## src/rtl/p2_pkg.sv

```systemverilog
// Shared types for the P2 multiply/divide/root datapath: operation codes and
// the result unloader state encoding.
package p2_pkg;

  // Operation code captured alongside the MDR result. RSVD behaves as MUL.
  typedef enum logic [1:0] {
    MUL  = 2'b00,
    DIV  = 2'b01,
    SQRT = 2'b10,
    RSVD = 2'b11
  } op_t;

  // Result unloader sequencing states.
  typedef enum logic [2:0] {
    IDLE     = 3'd0,
    ARMED    = 3'd1,
    SHOW_RES = 3'd2,
    SHOW_REM = 3'd3,
    SHOW_ERR = 3'd4,
    RELEASE  = 3'd5
  } unload_state_t;

  // Only DIV and SQRT produce a remainder word worth presenting.
  function automatic logic op_has_remainder(input op_t op);
    return (op == DIV) || (op == SQRT);
  endfunction

endpackage

```

## src/rtl/result_unloader_if.sv

```systemverilog
// Bus between the MDR/Error modules, the user controls and the board outputs
// for the result unloader. The slave side is the unloader itself.
// The one-cycle release pulse is named release_pulse because "release" is a
// reserved word.
interface result_unloader_if #(
  parameter int unsigned WORD_LENGTH = 16
);

  // MDR / Error module side
  logic                   ready;
  logic [WORD_LENGTH-1:0] result;
  logic [WORD_LENGTH-1:0] remainder;
  logic                   sign;
  logic                   error;
  logic [1:0]             op;

  // User request
  logic                   unload;

  // Presented outputs
  logic [WORD_LENGTH-1:0] data_out;
  logic                   sign_out;
  logic                   showResult;
  logic                   showRemainder;
  logic                   error_out;
  logic                   busy;
  logic                   release_pulse;
  logic                   overrun;

  modport slave (
    input  ready, result, remainder, sign, error, op, unload,
    output data_out, sign_out, showResult, showRemainder, error_out,
           busy, release_pulse, overrun
  );

  modport master (
    output ready, result, remainder, sign, error, op, unload,
    input  data_out, sign_out, showResult, showRemainder, error_out,
           busy, release_pulse, overrun
  );

endinterface

```

## src/rtl/edge_detector.sv

```systemverilog
// Rising-edge detector: one delay register, rise is high for the cycle in
// which the input is high and was low at the previous clock edge.
module edge_detector (
  input  logic clk,
  input  logic reset,
  input  logic in,
  output logic rise
);

  logic in_d;

  // Delay register; clears on reset so an input already high counts as a rise.
  always_ff @(posedge clk or posedge reset) begin
    if (reset) begin
      in_d <= 1'b0;
    end else begin
      in_d <= in;
    end
  end

  assign rise = in & ~in_d;

endmodule

```

## src/rtl/result_unloader.sv

```systemverilog
// Result unloader: snapshots the MDR outputs on a ready rise and presents
// result, then remainder (DIV/SQRT) or an error word, one word per unload
// rise, followed by a one-cycle release pulse.
module result_unloader
  import p2_pkg::*;
#(
  parameter int unsigned WORD_LENGTH = 16
) (
  input logic              clk,
  input logic              reset,
  result_unloader_if.slave bus
);

  logic ready_rise;
  logic unload_rise;

  edge_detector u_ready_edge (
    .clk   (clk),
    .reset (reset),
    .in    (bus.ready),
    .rise  (ready_rise)
  );

  edge_detector u_unload_edge (
    .clk   (clk),
    .reset (reset),
    .in    (bus.unload),
    .rise  (unload_rise)
  );

  unload_state_t          state;
  logic [WORD_LENGTH-1:0] result_q;
  logic [WORD_LENGTH-1:0] remainder_q;
  logic                   sign_q;
  logic                   error_q;
  op_t                    op_q;

  logic in_busy_state;
  logic capture;

  // Capture is only accepted when no snapshot is held (IDLE or RELEASE).
  always_comb begin
    in_busy_state = 1'b0;
    capture       = 1'b0;
    in_busy_state = (state == ARMED) || (state == SHOW_RES) ||
                    (state == SHOW_REM) || (state == SHOW_ERR);
    capture       = ready_rise && ((state == IDLE) || (state == RELEASE));
  end

  // Sequencer with snapshot, overrun tracking and registered outputs.
  always_ff @(posedge clk or posedge reset) begin
    if (reset) begin
      state             <= IDLE;
      result_q          <= '0;
      remainder_q       <= '0;
      sign_q            <= 1'b0;
      error_q           <= 1'b0;
      op_q              <= MUL;
      bus.data_out      <= '0;
      bus.sign_out      <= 1'b0;
      bus.showResult    <= 1'b0;
      bus.showRemainder <= 1'b0;
      bus.error_out     <= 1'b0;
      bus.busy          <= 1'b0;
      bus.release_pulse <= 1'b0;
      bus.overrun       <= 1'b0;
    end else begin
      bus.release_pulse <= 1'b0;

      if (capture) begin
        result_q    <= bus.result;
        remainder_q <= bus.remainder;
        sign_q      <= bus.sign;
        error_q     <= bus.error;
        op_q        <= op_t'(bus.op);
        bus.overrun <= 1'b0;
      end else if (ready_rise && in_busy_state) begin
        bus.overrun <= 1'b1;
      end

      case (state)
        IDLE: begin
          if (capture) begin
            state    <= ARMED;
            bus.busy <= 1'b1;
          end
        end

        ARMED: begin
          if (unload_rise) begin
            if (error_q) begin
              state         <= SHOW_ERR;
              bus.data_out  <= '1;
              bus.error_out <= 1'b1;
            end else begin
              state          <= SHOW_RES;
              bus.data_out   <= result_q;
              bus.showResult <= 1'b1;
              bus.sign_out   <= sign_q;
            end
          end
        end

        SHOW_RES: begin
          if (unload_rise) begin
            bus.showResult <= 1'b0;
            bus.sign_out   <= 1'b0;
            if (op_has_remainder(op_q)) begin
              state             <= SHOW_REM;
              bus.data_out      <= remainder_q;
              bus.showRemainder <= 1'b1;
            end else begin
              state             <= RELEASE;
              bus.data_out      <= '0;
              bus.busy          <= 1'b0;
              bus.release_pulse <= 1'b1;
            end
          end
        end

        SHOW_REM: begin
          if (unload_rise) begin
            state             <= RELEASE;
            bus.data_out      <= '0;
            bus.showRemainder <= 1'b0;
            bus.busy          <= 1'b0;
            bus.release_pulse <= 1'b1;
          end
        end

        SHOW_ERR: begin
          if (unload_rise) begin
            state             <= RELEASE;
            bus.data_out      <= '0;
            bus.error_out     <= 1'b0;
            bus.busy          <= 1'b0;
            bus.release_pulse <= 1'b1;
          end
        end

        RELEASE: begin
          if (capture) begin
            state    <= ARMED;
            bus.busy <= 1'b1;
          end else begin
            state <= IDLE;
          end
        end

        default: begin
          state             <= IDLE;
          bus.data_out      <= '0;
          bus.sign_out      <= 1'b0;
          bus.showResult    <= 1'b0;
          bus.showRemainder <= 1'b0;
          bus.error_out     <= 1'b0;
          bus.busy          <= 1'b0;
        end
      endcase
    end
  end

endmodule

```

## src/flat_wrapper.sv

```systemverilog
// flat-port wrapper written by rule: the top's interface ports become plain ports
module result_unloader_flat import p2_pkg::*;
#(
  parameter int unsigned WORD_LENGTH = 16
)
  (clk, reset, bus_ready, bus_result, bus_remainder, bus_sign, bus_error, bus_op, bus_unload, bus_data_out, bus_sign_out, bus_showResult, bus_showRemainder, bus_error_out, bus_busy, bus_release_pulse, bus_overrun);
  result_unloader_if #(.WORD_LENGTH(WORD_LENGTH)) bus_i ();
  input logic clk;
  input logic reset;
  input wire logic [$bits(bus_i.ready)-1:0] bus_ready;
  input wire logic [$bits(bus_i.result)-1:0] bus_result;
  input wire logic [$bits(bus_i.remainder)-1:0] bus_remainder;
  input wire logic [$bits(bus_i.sign)-1:0] bus_sign;
  input wire logic [$bits(bus_i.error)-1:0] bus_error;
  input wire logic [$bits(bus_i.op)-1:0] bus_op;
  input wire logic [$bits(bus_i.unload)-1:0] bus_unload;
  output wire logic [$bits(bus_i.data_out)-1:0] bus_data_out;
  output wire logic [$bits(bus_i.sign_out)-1:0] bus_sign_out;
  output wire logic [$bits(bus_i.showResult)-1:0] bus_showResult;
  output wire logic [$bits(bus_i.showRemainder)-1:0] bus_showRemainder;
  output wire logic [$bits(bus_i.error_out)-1:0] bus_error_out;
  output wire logic [$bits(bus_i.busy)-1:0] bus_busy;
  output wire logic [$bits(bus_i.release_pulse)-1:0] bus_release_pulse;
  output wire logic [$bits(bus_i.overrun)-1:0] bus_overrun;
  assign bus_i.ready = bus_ready;
  assign bus_i.result = bus_result;
  assign bus_i.remainder = bus_remainder;
  assign bus_i.sign = bus_sign;
  assign bus_i.error = bus_error;
  assign bus_i.op = bus_op;
  assign bus_i.unload = bus_unload;
  assign bus_data_out = bus_i.data_out;
  assign bus_sign_out = bus_i.sign_out;
  assign bus_showResult = bus_i.showResult;
  assign bus_showRemainder = bus_i.showRemainder;
  assign bus_error_out = bus_i.error_out;
  assign bus_busy = bus_i.busy;
  assign bus_release_pulse = bus_i.release_pulse;
  assign bus_overrun = bus_i.overrun;
  result_unloader #(.WORD_LENGTH(WORD_LENGTH)) u_core (.clk(clk), .reset(reset), .bus(bus_i));
endmodule
```

## config.mk

```make
export PLATFORM = sky130hd
export DESIGN_NAME = result_unloader_flat
export DESIGN_NICKNAME = d
export VERILOG_FILES = /design/src/rtl/p2_pkg.sv /design/src/rtl/result_unloader_if.sv /design/src/rtl/edge_detector.sv /design/src/rtl/result_unloader.sv /design/src/flat_wrapper.sv
export SDC_FILE = /design/constraint.sdc
export NUM_CORES = 1
export LEC_CHECK = 0
export BUFFER_PORTS_ARGS = -buffer_cell sky130_fd_sc_hd__buf_2
export CORE_UTILIZATION = 47
export CTS_CLUSTER_DIAMETER = 30
export CTS_CLUSTER_SIZE = 25
export DETAILED_ROUTE_END_ITERATION = 6
export GPL_ROUTABILITY_DRIVEN = 1
export PLACE_DENSITY_LB_ADDON = 0.05
export SYNTH_ARGS = -nofsm -noshare
export SYNTH_HDL_FRONTEND = slang
export SYNTH_SLANG_ARGS = --single-unit
```

## constraint.sdc

```tcl
create_clock -name clk -period 1.8 [get_ports clk]
set_clock_uncertainty 0.15 [all_clocks]
set_input_delay 0.09 -clock clk [delete_from_list [all_inputs] [get_ports clk]]
set_output_delay 0.09 -clock clk [all_outputs]
set_load 0.02 [all_outputs]
```

==> results of run 1 <==
worst paths after layout:
path | startpoint | to | cells past startpoint
worst max register to register | u_core.state[0] | u_core.remainder_q[11] | 4
min in group clk | bus_ready | u_core.u_ready_edge.in_d | 2
max in group asynchronous | reset | u_core.result_q[4] | 4
worst min register to register | u_core.result_q[4] | u_core.result_q[4] | 1
worst min-delay path | reset | u_core.remainder_q[10] | 3
worst max-delay path | u_core.state[0] | u_core.remainder_q[11] | 4
stage by stage:
| step | cell area, µm² | util (%) | total power, µW | hold WS, ns | std cells |
|---|---|---|---|---|---|
| after floorplan | 2930 | - | 4620 | -0.0286 | 239 |
| after global placement | 3430 | 57.5 | 5550 | -0.0206 | 379 |
| after detailed placement | 3430 | 57.5 | 5620 | -0.0170 | 379 |
| after CTS | 4020 | 67.4 | 6950 | 0.165 | 434 |
| after global routing | 4050 | 68.0 | 7420 | 0.199 | 435 |
| final | 4050 | 68.0 | 6960 | 0.156 | 435 |
per-layer routing:
metal,up-vias,track usage (%),wire length (µm)
li1,1081,-,-
met1,1105,28.7,3150
met2,59,35.4,3120
met3,8,7.19,338
met4,0,8.39,84
met5,-,0,0
cell families after synthesis:
| logic type | share of synthesized area [%] |
|---|---|
| AOI/OAI and AO/OA | 10.5 |
| xor gates and xnor gates | 0.898 |
| buffers and inverters | 5.30 |
| DFF | 54.7 |
| muxes | 21.7 |
| and+or+nand+nor | 6.84 |
Yosys cell counts, types with 3 or more instances:
cell type   n
dfrtp_1    64
buf_6       5
mux2_2     25
inv_1       4
mux2_4     10
nand2_1    23
a21oi_1     7
buf_2       6
o21ai_0    29
nand2b_1    3
o21ai_1     7
nor2_1      8
mux2_1     18
clkbuf_1    5
power breakdown:
group / switching (µW) / internal (µW)
clock: 535 / 712
sequential: 407 / 2140
combinational: 1590 / 1570
total: 2530 / 4430
cells in the final DEF (no fill, tap or decap), types with 3 or more instances in the layout:
cell / netlist / layout
a21oi_1: 7 / 7
buf_12: 1 / 5
buf_2: 6 / 62
buf_4: 2 / 17
clkbuf_8: 0 / 11
dfrtp_1: 64 / 63
dlygate4sd3_1: 0 / 39
inv_1: 4 / 3
mux2_1: 18 / 18
mux2_2: 25 / 25
mux2_4: 10 / 10
nand2_1: 23 / 23
nand2b_1: 3 / 3
nor2_1: 8 / 8
o21ai_0: 29 / 29
o21ai_1: 7 / 7
flip-flops by register name, summed over array words and instances (netlist names):
name                       flops
u_core.bus.showRemainder       1
u_core.bus.release_pulse       1
u_core.state                   3
u_core.remainder_q            16
u_core.result_q               16
u_core.bus.showResult          1
u_core.u_ready_edge.in_d       1
u_core.error_q                 1
u_core.bus.sign_out            1
u_core.bus.data_out           16
u_core.bus.busy                1
u_core.bus.overrun             1
u_core.sign_q                  1
u_core.u_unload_edge.in_d      1
u_core.op_q                    2
u_core.bus.error_out           1
worst max-delay path, delay by kind of cell (launching register included):
kind	cells	cell delay [ns]
muxes	1	0.36
buffers and inverters	1	0.24
xor gates and xnor gates	1	0.18
DFF	1	0.44
and+or+nand+nor	1	0.22
layout make-up:
class / instances / area [µm²]
tap: 75 / 93.8
multi-input combinational: 152 / 1180
clock inverter: 3 / 40.0
sequential: 64 / 1600
inverter: 4 / 18.8
timing repair buffer: 124 / 953
clock buffer: 13 / 159
fill: 472 / 1910
timing repair:
action	4_1_cts	5_1_grt
resized for setup	0	3
setup endpoints to repair	0	20
hold endpoints to repair	64	0
hold buffers	39	0
==> impl_metrics.json, run 1 <==
{
  "maxCapViolCount": 0,
  "root_buffer": "clkbuf_8",
  "cp_slowest_cell": "dfrtp_2",
  "wl_um": 6690,
  "yosysTopAreaCell": "dfrtp_1",
  "post_cts_buffers": 0,
  "crit_path_end_kind": "register",
  "yosysWarnings": 0,
  "antenna_left": 0,
  "cts_buffers": 9,
  "core_area_um2": 5960,
  "min_period_ns": 1.74,
  "grt_usage_pct": 22.4,
  "avgSynthCellArea_um2": 12.2,
  "io_buffers": 62,
  "synth-seq-cells": 64,
  "cp_max_fo": 33,
  "vias_per_cell": 5.18,
  "antenna_found_initial": 0,
  "fin_ws_ns": 0.0611,
  "setup_viol": 0,
  "dieWidth_um": 80.9,
  "maxSlewHeadroom_pct": 69.8,
  "crit_type": "reg -> reg",
  "worstSkewPairLatency_ns": 0.34,
  "synth_edf_count": 0,
  "rrSetupSlack_ns": 0.06,
  "final_hold_viol_count": 0,
  "setup-tns-final_ns": 0,
  "fin_crit_sh_pct": 96.6,
  "peakVddDrop_uv": 904,
  "cts_sinks": 64,
  "yosysTopAreaCellShare_pct": 54.7,
  "drc": 0,
  "area_growth_pct": 38.4,
  "worstPathArrival_ns": 1.81,
  "worst_pin_slew_ns": 0.453,
  "synth_ff_type": "dfrtp_1",
  "die_area_um2": 6540,
  "required_ns": 1.88,
  "grt_pass1_vias": 2216,
  "cp-start-kind": "register",
  "die_h_um": 80.9,
  "ys_seq_area_share_pct": 54.7,
  "outcome": "finished, final reports clean",
  "mappedNetlistArea_um2": 2930,
  "syn-instance-count": 239,
  "async_flop_share_pct": 100,
  "rows": 28,
  "cts_buffer_depth": 2,
  "drive_above_1_share_pct": 39.2,
  "cts_tree": "built",
  "final_nets": 395,
  "gp_congestion": 0.756,
  "yosysUniqueCellTypes": 36,
  "dp_slack_ns": 0.0564,
  "syn_nets": 279,
  "fmax_ghz": 0.575,
  "ios": 63,
  "grt_pass1_wl_um": 10700,
  "clkTransAtPathRegs_ns": 0.07,
  "crit_chain": "xor2_1, nor3_4, buf_12, mux2_2",
  "dpl.hpwl_um": 4190,
  "p_per_area_nw_per_um2": 1720,
  "grt_max_degree": 47,
  "antenna_cells": 0,
  "vias": 2253,
  "hold_path_class": "in -> async",
  "critPathMaxStageDelay_ns": 0.44,
  "first_pass_iters": 4,
  "synth_top_cells_by_area": "dfrtp_1 (55%), mux2_2 (9.6%), mux2_1 (6.9%)",
  "wl_per_cell_um": 15.4,
  "grt.overflow.total": 0,
  "p_leak_uw": 0.00186,
  "htree_levels": 3,
  "start_util_pct": 49.1,
  "rsz0062_at_grt": "false",
  "timing.final.max_slew_violations": 0,
  "drtIter0Drc": 59
}
Power figures use the tool's default switching activity.
==> run 2, diff against run 1 <==
--- a/config.mk
+++ b/config.mk
@@ -5,6 +5,7 @@
 export SDC_FILE = /design/constraint.sdc
 export NUM_CORES = 1
 export LEC_CHECK = 0
+export ABC_AREA = 1
 export BUFFER_PORTS_ARGS = -buffer_cell sky130_fd_sc_hd__buf_2
 export CORE_UTILIZATION = 47
 export CTS_CLUSTER_DIAMETER = 30
==> run 2 against run 1 <==
  * Design area decreased by 2.1%
  * Highest routed layer unchanged
  * Global-route usage increased by 0.80 points
  * Worst setup slack improved by 0.12 ns
  * Area after synthesis increased by 0.64%
  * Non-clock buffer count decreased by 16
  * Sequential share of layout area increased by 0.81 points
  * Register-to-register slack improved by 0.12 ns
  * Critical path type unchanged
  * Final cell count increased by 28%
  * Sequential power decreased by 6%
  * Combinational power decreased by 16%
==> impl_metrics.json, run 2 <==
{
  "min_period_ns": 1.61,
  "yosysTopAreaCell": "dfrtp_1",
  "io_buffers": 62,
  "vias": 2627,
  "drtIter0Drc": 244,
  "area_growth_pct": 34.7,
  "cts_tree": "built",
  "grt_usage_pct": 23.2,
  "wl_um": 6830,
  "synth-simple-area-share_pct": 34.2,
  "die_h_um": 81.1,
  "avgSynthCellArea_um2": 7.91,
  "p_per_area_nw_per_um2": 1630,
  "maxSlewHeadroom_pct": 66.2,
  "required_ns": 1.93,
  "grt.overflow.total": 0,
  "dieWidth_um": 81.1,
  "finalPower_uw": 6470,
  "antenna_left": 0,
  "final_hold_viol_count": 0,
  "drive_above_1_share_pct": 21.6,
  "rows": 28,
  "drc": 0,
  "synth-xor-area-share_pct": 0,
  "timing.final.max_slew_violations": 0,
  "crit_path_end_kind": "register",
  "synthMostInstantiatedCell": "nand2_1",
  "synth_top_family_by_area": "simple AND/OR/NAND/NOR gates",
  "final_common_cell": "nand2_1",
  "final_cell_mix": "nand2_1 (210), dfrtp_1 (64), buf_2 (62), dlygate4sd3_1 (39), o21ai_0 (27)",
  "final_nets": 516,
  "cts_buffer_depth": 2,
  "yosysTopAreaCellShare_pct": 54.4,
  "setup_viol": 0,
  "synth_common_cells": "nand2_1 (210), dfrtp_1 (64), o21ai_0 (27)",
  "largestRegisters": "u_core.bus.data_out x16, u_core.remainder_q x16, u_core.result_q x16",
  "htree_levels": 3,
  "nFillCells": 535,
  "synth_compound_area_share_pct": 5.69,
  "antenna_found_initial": 0,
  "wl_per_cell_um": 12.3,
  "worstSkewPairLatency_ns": 0.33,
  "worst_pin_slew_ns": 0.507,
  "cts_buffers": 9,
  "core_area_um2": 5990,
  "first_pass_iters": 4,
  "fmax_ghz": 0.619,
  "synth-seq-cells": 64,
  "fin_crit_sh_pct": 89.7,
  "ios": 63,
  "root_buffer": "clkbuf_8",
  "crit_type": "reg -> reg",
  "cp_max_fo": 15,
  "maxCapViolCount": 0,
  "yosys.area_share.adder_pct": 0,
  "async_flop_share_pct": 100,
  "hold_path_class": "in -> async",
  "syn-instance-count": 372,
  "p_leak_uw": 0.00221,
  "start_util_pct": 49.1,
  "dpl.hpwl_um": 4480,
  "grt_max_degree": 65,
  "rsz0062_at_grt": "false",
  "yosysWarnings": 0,
  "die_area_um2": 6580,
  "ys_seq_area_share_pct": 54.4,
  "clkTransAtPathRegs_ns": 0.07,
  "synth_edf_count": 0,
  "mappedNetlistArea_um2": 2940,
  "outcome": "finished, final reports clean",
  "grt_pass1_wl_um": 11200,
  "gp_congestion": 0.880,
  "grt_pass1_vias": 2339,
  "cts_sinks": 64,
  "yosysUniqueCellTypes": 24,
  "cp-start-kind": "register",
  "antenna_cells": 0,
  "synth_top_cells_by_area": "dfrtp_1 (54%), nand2_1 (27%), o21ai_0 (4.6%)",
  "post_cts_buffers": 0,
  "worstPathArrival_ns": 1.74,
  "synth_ff_type": "dfrtp_1",
  "peakVddDrop_uv": 783,
  "syn_nets": 412,
  "vias_per_cell": 4.72,
  "setup-tns-final_ns": 0,
  "synthMuxAreaShare_pct": 0
}
==> run 2: cell types whose count changed in the layout (fill, tap and decap cells not counted), sizes merged, moves of 2 or more <==
cell,before,now
nand2b,3,0
a21oi,7,2
nor3b,2,0
mux2,53,0
clkbuf,14,12
nand3,0,14
inv,3,17
xor2,2,0
o311ai,2,0
o21ai,36,28
nand2,23,218
buf,84,69
==> run 2: worst paths after layout <==
path | slack, ns | end | cells past startpoint | start
max reg2reg | 0.19 | u_core.bus.data_out[8] | 9 | u_core.state[0]
min | 0.22 | u_core.bus.overrun | 4 | reset
min reg2reg | 0.32 | u_core.bus.showResult | 2 | u_core.bus.showResult
max | 0.19 | u_core.bus.data_out[8] | 9 | u_core.state[0]
min in group clk | 0.27 | u_core.u_unload_edge.in_d | 2 | bus_unload
max in group asynchronous | 0.99 | u_core.bus.showRemainder | 4 | reset
==> run 2: report_power, final <==
group	switching [µW]	internal (µW)	leakage, µW
Combinational	1720	943	0.00129
Clock	552	859	0.000113
Sequential	380	2020	0.000814
Total	2650	3820	0.00221
==> run 2: logic make-up (layout without fill, tap and decap cells) <==
family | Yosys count | in the layout
flops | 64 | 64
buf+inv | 33 | 142
compound gates | 32 | 32
simple gates | 243 | 243
==> run 2: layout make-up <==
type | count | area [µm²] | area share [%]
Sequential cell | 64 | 1600 | 40.4
Multi-Input combinational cell | 275 | 1170 | 29.6
Timing Repair Buffer | 108 | 791 | 19.9
Clock buffer | 12 | 155 | 3.91
Tap cell | 75 | 93.8 | 2.37
Clock inverter | 4 | 76.3 | 1.92
Inverter | 18 | 73.8 | 1.86
==> run 2: what timing repair did <==
item | CTS | global route
hold endpoints to repair | 102 | 0
setup endpoints to repair | 0 | 4
resized for setup | 0 | 1
hold buffers | 39 | 0
==> run 2: routing by layer <==
layer,global-route usage (%),up-vias,routed length (µm)
li1,-,1354,-
met1,34.4,1168,3470
met2,31.8,90,2800
met3,4.83,15,387
met4,12.0,0,174
met5,0,-,0
==> run 2: critical path, stage by stage, from the launching register on <==
cell and delay (ns):
dfrtp_1 0.46, inv_2 0.14, nand2_1 0.06, nor2_1 0.11, nand2_1 0.15, inv_4 0.18
nand2_1 0.08, nand2_1 0.09, nand2_1 0.07, nand2_1 0.06
==> run 2: metrics by stage <==
| step | setup slack, ns | cell area (µm²) | instances | hold slack, ns | util [%] |
|---|---|---|---|---|---|
| floorplan | 0.304 | 2950 | 372 | -0.0286 | - |
| global placement | 0.248 | 3340 | 501 | 0.0561 | 55.8 |
| detailed placement | 0.168 | 3340 | 501 | 0.0579 | 55.8 |
| CTS | 0.149 | 3960 | 556 | 0.241 | 66.1 |
| global route | 0.0275 | 3970 | 556 | 0.263 | 66.2 |
| finish | 0.185 | 3970 | 556 | 0.223 | 66.2 |
==> run 3, diff against run 2 <==
--- a/config.mk
+++ b/config.mk
@@ -7,7 +7,7 @@
 export LEC_CHECK = 0
 export ABC_AREA = 1
 export BUFFER_PORTS_ARGS = -buffer_cell sky130_fd_sc_hd__buf_2
-export CORE_UTILIZATION = 47
+export CORE_UTILIZATION = 49
 export CTS_CLUSTER_DIAMETER = 30
 export CTS_CLUSTER_SIZE = 25
 export DETAILED_ROUTE_END_ITERATION = 6
==> run 3 against run 2 <==
  * Critical path depth shrank 2
  * Largest power group unchanged
  * First-iteration DRC count increased by 6.6%
  * Highest routed layer unchanged
  * Critical path type unchanged
  * Wire length increased by 7.0%
==> impl_metrics.json, run 3 (synthesized netlist as in run 2, its figures left out) <==
{
  "crit_top_cell": "nand3_1",
  "cp-start-kind": "register",
  "outcome": "finished, final reports clean",
  "worstSkewPairLatency_ns": 0.33,
  "final_common_cell": "nand2_1",
  "dieWidth_um": 79.5,
  "fin_ws_ns": 0.172,
  "highest_layer": "met4",
  "setup_viol": 0,
  "p_per_area_nw_per_um2": 1670,
  "cts_buffer_depth": 2,
  "p_leak_uw": 0.00223,
  "cp_max_fo": 6,
  "drtIter0Drc": 260,
  "worstPathArrival_ns": 1.69,
  "grt.overflow.total": 0,
  "finalPower_uw": 6640,
  "cts_tree": "built",
  "cts_buffers": 9,
  "antenna_left": 0,
  "rows": 27,
  "cts_sinks": 64,
  "drive_above_1_share_pct": 21.8,
  "fmax_ghz": 0.614,
  "final_cell_mix": "nand2_1 (210), dfrtp_1 (64), buf_2 (62), dlygate4sd3_1 (39), o21ai_0 (27)",
  "hold_path_class": "in -> async",
  "crit_path_end_kind": "register",
  "vias": 2659,
  "first_pass_iters": 4,
  "grt_usage_pct": 25.6,
  "antenna_cells": 0,
  "final_hold_viol_count": 0,
  "grt_pass1_wl_um": 12000,
  "die_area_um2": 6320,
  "dr_wl_met2_um": 3220,
  "nFillCells": 480,
  "final_nets": 517,
  "io_buffers": 62,
  "seq_area_um2": 1600,
  "area_growth_pct": 35.3,
  "critPathMaxStageDelay_ns": 0.46,
  "drt-met1-wl_um": 3710,
  "clkTransAtPathRegs_ns": 0.07,
  "min_period_ns": 1.63,
  "ios": 63,
  "peakVddDrop_uv": 773,
  "antenna_found_initial": 0,
  "required_ns": 1.86,
  "die_h_um": 79.5,
  "cp_slowest_cell": "dfrtp_1",
  "maxCapViolCount": 0,
  "core_area_um2": 5640,
  "r2r_cells": 7,
  "timing.final.max_slew_violations": 0,
  "gp_congestion": 0.953,
  "dp_slack_ns": 0.190,
  "grt_max_degree": 65,
  "routed-wl-met3_um": 305,
  "drc": 0,
  "crit_chain": "inv_1, nand3_1, nand2_2, nand2_4, nand3_1, nand2_1, o21ai_0",
  "multi_input_area_um2": 1170,
  "wl_um": 7310,
  "maxSlewHeadroom_pct": 65.5,
  "wl_per_cell_um": 13.2,
  "fin_crit_sh_pct": 90.5,
  "dpl.hpwl_um": 4590,
  "largestRegisters": "u_core.bus.data_out x16, u_core.remainder_q x16, u_core.result_q x16",
  "root_buffer": "clkbuf_8",
  "setup-tns-final_ns": 0,
  "vias_per_cell": 4.80,
  "rsz0062_at_grt": "false",
  "grt_pass1_vias": 2520,
  "htree_levels": 3,
  "start_util_pct": 52.2,
  "worst_pin_slew_ns": 0.518,
  "crit_type": "reg -> reg"
}
[run 3: cell count changes in the layout (fill, tap and decap cells not counted), sizes merged]
cell      delta
bufinv       +1
clkinvlp     -1
clkinv       +1
buf          +1
clkbuf       -1
[run 3: worst max-delay path, delay by kind of cell, from the launching register on]
family / cells / cell delay [ns]
AND/OR/NAND/NOR: 5 / 0.67
AO/OA/AOI/OAI: 1 / 0.07
flip-flops: 1 / 0.46
buffers and inverters: 1 / 0.15
[run 3: timing repair]
item	CTS	global route
setup endpoints to repair	0	1
hold endpoints to repair	102	0
gates resized for setup	0	1
buffers inserted	0	0
hold buffers	39	0
[run 3: worst paths after layout]
path                                     start                       end  slack, ns
setup / recovery               u_core.state[2]           u_core.state[0]       0.17
hold / removal                           reset       u_core.result_q[15]       0.24
setup reg to reg               u_core.state[2]           u_core.state[0]       0.17
hold reg to reg            u_core.bus.sign_out       u_core.bus.sign_out       0.32
max in group asynchronous                reset    u_core.bus.data_out[0]       0.99
min in group clk                     bus_ready  u_core.u_ready_edge.in_d       0.26
[run 3: routing by layer]
metal | vias to the layer above | GRT usage [%]
met5 | - | 0
met4 | 0 | 11.6
li1 | 1358 | -
met1 | 1215 | 38.5
met3 | 6 | 4.00
met2 | 80 | 36.1
[run 3: metrics by stage]
stage                     hold WS, ns  instances  utilization (%)  area (µm²)
after floorplan               -0.0286        372                -        2950
after global placement         0.0522        499             59.3        3340
after detailed placement       0.0605        499             59.3        3340
after CTS                       0.244        554             70.5        3980
after global routing            0.259        554             70.6        3980
final                           0.239        554             70.6        3980
[run 3: cell type report]
cell class / count / share of cell area, %
sequential: 64 / 40.2
multi-input combinational: 275 / 29.5
timing repair buffer: 109 / 20.0
clock buffer: 11 / 3.55
clock inverter: 5 / 2.61
tap: 72 / 2.26
inverter: 18 / 1.85
[run 3: where the power goes]
group | total, µW | switching, µW | internal [µW]
clock | 1510 | 553 | 959
sequential | 2390 | 371 | 2020
combinational | 2730 | 1760 | 969
total | 6640 | 2690 | 3950
